## src/rtl/hada_pack_stream.sv

```systemverilog
// rtl/hada_pack_stream.sv - packs 64-bit elements into 8/16/32/64-bit lanes of a 64-bit word
// Optional macro HADA_PACK_SAT_EN: saturate overflowed lanes instead of truncating them.
module hada_pack_stream (
    input  logic        clk,
    input  logic        rst_n,
    input  logic [1:0]  mode,
    input  logic        is_signed,
    input  logic        in_valid,
    output logic        in_ready,
    input  logic [63:0] in_data,
    input  logic        flush,
    output logic        out_valid,
    input  logic        out_ready,
    output logic [63:0] out_data,
    output logic [3:0]  out_count,
    output logic        out_ovf
);

    typedef enum logic [1:0] {EMPTY, FILL, HOLD} state_t;

    state_t      state_q, state_d;
    logic [3:0]  cnt_q, cnt_d;
    logic [1:0]  mode_q, mode_d;
    logic        sgn_q, sgn_d;
    logic [63:0] data_q, data_d;
    logic        ovf_q, ovf_d;

    logic        accept;
    logic [1:0]  eff_mode;
    logic        eff_sgn;
    logic [3:0]  lanes;
    logic [5:0]  shamt;
    logic [63:0] sext, zext, lane_val, placed;
    logic        lane_ovf;
`ifdef HADA_PACK_SAT_EN
    logic [63:0] sat_val;
`endif

    assign out_valid = (state_q == HOLD);
    assign in_ready  = !out_valid;
    assign out_data  = data_q;
    assign out_count = cnt_q;
    assign out_ovf   = ovf_q;

    assign accept = in_valid && in_ready;

    // The first element of a word uses the live mode/sign; later ones use the latched copy.
    assign eff_mode = (state_q == EMPTY) ? mode : mode_q;
    assign eff_sgn  = (state_q == EMPTY) ? is_signed : sgn_q;
    assign lanes    = 4'd8 >> eff_mode;
    assign shamt    = 6'({cnt_q[2:0], 3'b000} << eff_mode);

    always_comb begin
        sext = in_data;
        zext = in_data;
        case (eff_mode)
            2'b00: begin
                sext = {{56{in_data[7]}}, in_data[7:0]};
                zext = {56'd0, in_data[7:0]};
            end
            2'b01: begin
                sext = {{48{in_data[15]}}, in_data[15:0]};
                zext = {48'd0, in_data[15:0]};
            end
            2'b10: begin
                sext = {{32{in_data[31]}}, in_data[31:0]};
                zext = {32'd0, in_data[31:0]};
            end
            default: begin
                sext = in_data;
                zext = in_data;
            end
        endcase
        // At 64 bits both extensions equal in_data, so the flag is naturally 0.
        lane_ovf = eff_sgn ? (sext != in_data) : (zext != in_data);
        lane_val = zext;
`ifdef HADA_PACK_SAT_EN
        case (eff_mode)
            2'b00:   sat_val = eff_sgn ? (in_data[63] ? 64'h80 : 64'h7F) : 64'hFF;
            2'b01:   sat_val = eff_sgn ? (in_data[63] ? 64'h8000 : 64'h7FFF) : 64'hFFFF;
            2'b10:   sat_val = eff_sgn ? (in_data[63] ? 64'h8000_0000 : 64'h7FFF_FFFF)
                                       : 64'hFFFF_FFFF;
            default: sat_val = in_data;
        endcase
        if (lane_ovf) begin
            lane_val = sat_val;
        end
`endif
        placed = lane_val << shamt;
    end

    always_comb begin
        state_d = state_q;
        cnt_d   = cnt_q;
        mode_d  = mode_q;
        sgn_d   = sgn_q;
        data_d  = data_q;
        ovf_d   = ovf_q;
        case (state_q)
            EMPTY: begin
                if (accept) begin
                    mode_d  = mode;
                    sgn_d   = is_signed;
                    data_d  = placed;
                    ovf_d   = lane_ovf;
                    cnt_d   = 4'd1;
                    // A flush arriving with an element closes the word around it.
                    state_d = (lanes == 4'd1 || flush) ? HOLD : FILL;
                end
            end
            FILL: begin
                if (accept) begin
                    data_d  = data_q | placed;
                    ovf_d   = ovf_q | lane_ovf;
                    cnt_d   = cnt_q + 4'd1;
                    state_d = ((cnt_q + 4'd1) == lanes || flush) ? HOLD : FILL;
                end else if (flush) begin
                    state_d = HOLD;
                end
            end
            HOLD: begin
                if (out_ready) begin
                    state_d = EMPTY;
                    cnt_d   = 4'd0;
                    data_d  = 64'd0;
                    ovf_d   = 1'b0;
                end
            end
            default: begin
                state_d = EMPTY;
                cnt_d   = 4'd0;
                data_d  = 64'd0;
                ovf_d   = 1'b0;
            end
        endcase
    end

    always_ff @(posedge clk or negedge rst_n) begin
        if (!rst_n) begin
            state_q <= EMPTY;
            cnt_q   <= 4'd0;
            mode_q  <= 2'b00;
            sgn_q   <= 1'b0;
            data_q  <= 64'd0;
            ovf_q   <= 1'b0;
        end else begin
            state_q <= state_d;
            cnt_q   <= cnt_d;
            mode_q  <= mode_d;
            sgn_q   <= sgn_d;
            data_q  <= data_d;
            ovf_q   <= ovf_d;
        end
    end

endmodule

```

## config.mk

```make
export PLATFORM = sky130hd
export DESIGN_NAME = hada_pack_stream
export DESIGN_NICKNAME = d
export VERILOG_FILES = /design/src/rtl/hada_pack_stream.sv
export SDC_FILE = /design/constraint.sdc
export NUM_CORES = 1
export LEC_CHECK = 0
export CORE_ASPECT_RATIO = 0.6
export CORE_UTILIZATION = 47
export DETAILED_ROUTE_END_ITERATION = 8
export PLACE_DENSITY_LB_ADDON = 0.12
export SYNTH_ARGS = -nofsm -noshare
export SYNTH_HDL_FRONTEND = slang
export SYNTH_SLANG_ARGS = --single-unit
```

## constraint.sdc

```tcl
create_clock -name clk -period 2.7 [get_ports clk]
set_clock_uncertainty 0.15 [all_clocks]
set_input_delay 0.54 -clock clk [delete_from_list [all_inputs] [get_ports clk]]
set_output_delay 0.54 -clock clk [all_outputs]
set_load 0.005 [all_outputs]
```

==> results.md <==
- Status: finished clean
- CTS clk-pin slew, worst paths: 0.06 ns
- IO Pins: 143
- Fin crit share: 97.26%
- Drt pass-1 iters: 6
- Synth unique cells: a little under 70
- Startpoint Class: flop
- Register area share after synthesis: 42.61%
- Final number of hold-violating endpoints: 0
- GRT Overall Usage: 37.82%
- Post-CTS setup buffers: 0
- Max_cap viols: 0
- Total inserted antenna cells: 0
- Die area: a little under 10000 µm²
- Total number of vias: 5078
- Clk_lat worst skew: around 0.34 ns
- Area leader, netlist: dfrtp_1
- Fin util: 75.46%
- Die height: 76.48 µm
- Wire per inst: 23.44 µm
- Most common library cells after synthesis: dfrtp_1 (74), nand2_1 (70), o21ai_0 (52)
- Fillers: 635
- Fraction of registers with async set/reset: 100.0%
- Post-route ant nets: 0
- Die X: 126.1 µm
- Slew Viols, Final: 0
- Root Buffer Master: clkbuf_16
- Share of cells above drive strength 1: 17.15%
- Reg area: ~1900 µm²
- H-tree depth: 3
- CTS tree: done
- First-pass GRT wire length: 27470 µm
- Count leader, synth: dfrtp_1
- Vias per cell: 6.586
- Site Rows: 26
- RSZ-0062 raised after global routing: false
- Max transition margin: 61.90%
- Hold crit path type: in2async
- Synth top area cells: dfrtp_1 (43%), nand2_1 (6.0%), o21ai_0 (6.0%), a22o_1 (5.0%), a222oi_1 (3.7%)
- Number of synthesized flops with an enable pin: 0
- Vias in the first global route: 4710
- Fin nets: 727
- Crit Path Class: reg2out
- HPWL after detailed placement: 13650 µm
- Placeable Area: between 8000 and 9000 µm²
- Area Overhead vs Synth: 51.97%
- Fin area: 6604 µm²
- Syn nets: 540
- Yosys top cell area share: a little over two fifths
- Peak VDD IR: 0.4664 mV
- Synthesized area: ~4300 µm²
- Critical Path End Type: output port
- Area of the multi-input gates: 2366 µm²
- Fmax achieved: 0.3808 GHz
- Placed instance area: around 6300 µm²
- PwrDens: approximately 1000 nW/µm²
- Post-Syn Area per Cell: 9.305 µm²
- Final setup viols: 0
- Post-Synthesis Cells: roughly 470
- Num CTS Buffers: 9
- Clock Tree Buf Depth: 2
- Final Critical Period: 2.626 ns
- CP Data Required Time: 2.01 ns
- Overflow left after global routing: 0
- Warnings from Yosys: 0
- Final wirelength: roughly 18000 µm
- Remaining routing DRC violations: 0
- Primary FF master, synth: dfrtp_1
- Leak: between 2 and 3 nW
- CP Max Fanout: 34
- Initial antenna violation count: 0
- Register bit total from synthesis: 74
- CP arrival: 1.94 ns
- PortBufs: 142
- Worst-Margin Slew: 0.5684 ns
- Setup TNS: 0 ns
- Largest net degree at the start of global routing: 42
- Initial Util: around half
- Initial DRC count: 727
- Num Clock Sinks: 74
- Global placement routability congestion: 1.003
[path summary, 6_finish.rpt]
path	slack, ns	cells after the start	to	start
max in group asynchronous	1.57	2	out_data[54]	rst_n
hold / removal	0.04	1	sgn_q	rst_n
min in group clk	0.33	2	out_data[44]	out_data[44]
setup / recovery	0.07	3	in_ready	state_q[0]
setup reg to reg	0.09	7	state_q[1]	state_q[0]
hold reg to reg	0.33	2	out_data[44]	out_data[44]
[timing repair]
item / in CTS / in global routing
hold buffers: 0 / 0
gates cloned: 0 / 0
hold endpoints to repair: 0 / 0
gates resized for setup: 6 / 12
setup endpoints to repair: 11 / 56
[flip-flops by register name, summed over array words and instances, names as in the netlist]
register,flops
out_data,64
out_count,4
mode_q,2
state_q,2
out_ovf,1
sgn_q,1
[layer usage]
layer	vias up	wire length, µm	track usage [%]
li1	2190	-	-
met1	2418	7600	55.37
met2	417	7122	49.23
met3	53	2981	16.29
met4	0	364	10.12
met5	-	0	5.348
[power by group]
group | switching, W | leakage (nW) | total, W | internal (W)
registers | 0.000377 | 0.992 | 0.00186 | 0.00148
clock network | 0.000507 | 0.144 | 0.00123 | 0.000728
logic | 0.00181 | 1.64 | 0.00358 | 0.00177
[metrics by stage]
step           hold WS, ns  total power [W]  setup WS [ns]  std cells
2_1_floorplan      0.09441         0.003490         0.4079        467
3_3_place_gp        0.3150         0.005196        -0.3176        755
3_5_place_dp        0.3226         0.005270        -0.4516        755
4_1_cts            0.04712         0.006535       0.007828        771
5_1_grt            0.07136         0.006982        0.01162        771
6_report           0.04314         0.006673        0.07404        771
[cells by family after synthesis]
logic type | share of synthesized area [%]
AO/OA/AOI/OAI | 29.72
buffers and inverters | 3.916
adder cells (fa/ha/maj) | 0.2879
multiplexers | 2.735
XOR/XNOR | 0.6048
flip-flops | 42.61
AND/OR/NAND/NOR | 20.13
[critical path, cell delays in order, from the launching register on]
cell	delay (ns)
dfrtp_2	0.55
buf_8	0.27
nand2b_1	0.24
clkdlybuf4s50_1	0.53
[placed cells by master (no fill, tap or decap), types with 12 or more instances in the layout]
cell type	count
o21ai_1	12
nor2_1	12
o21ai_0	47
buf_4	64
nand4_1	13
dfrtp_1	72
nand2_1	69
a21oi_1	13
a222oi_1	16
and3_1	18
clkdlybuf4s50_1	140
a22o_1	25
[cell type report]
cell class | count | share of cell area [%]
Clock inverter | 6 | 1.099
Tap cell | 112 | 2.122
Timing Repair Buffer | 208 | 29.29
Clock buffer | 10 | 3.467
Sequential cell | 74 | 28.08
Inverter | 2 | 0.1137
Multi-Input combinational cell | 359 | 35.83
No activity file was read; power rests on OpenSTA's default activity.
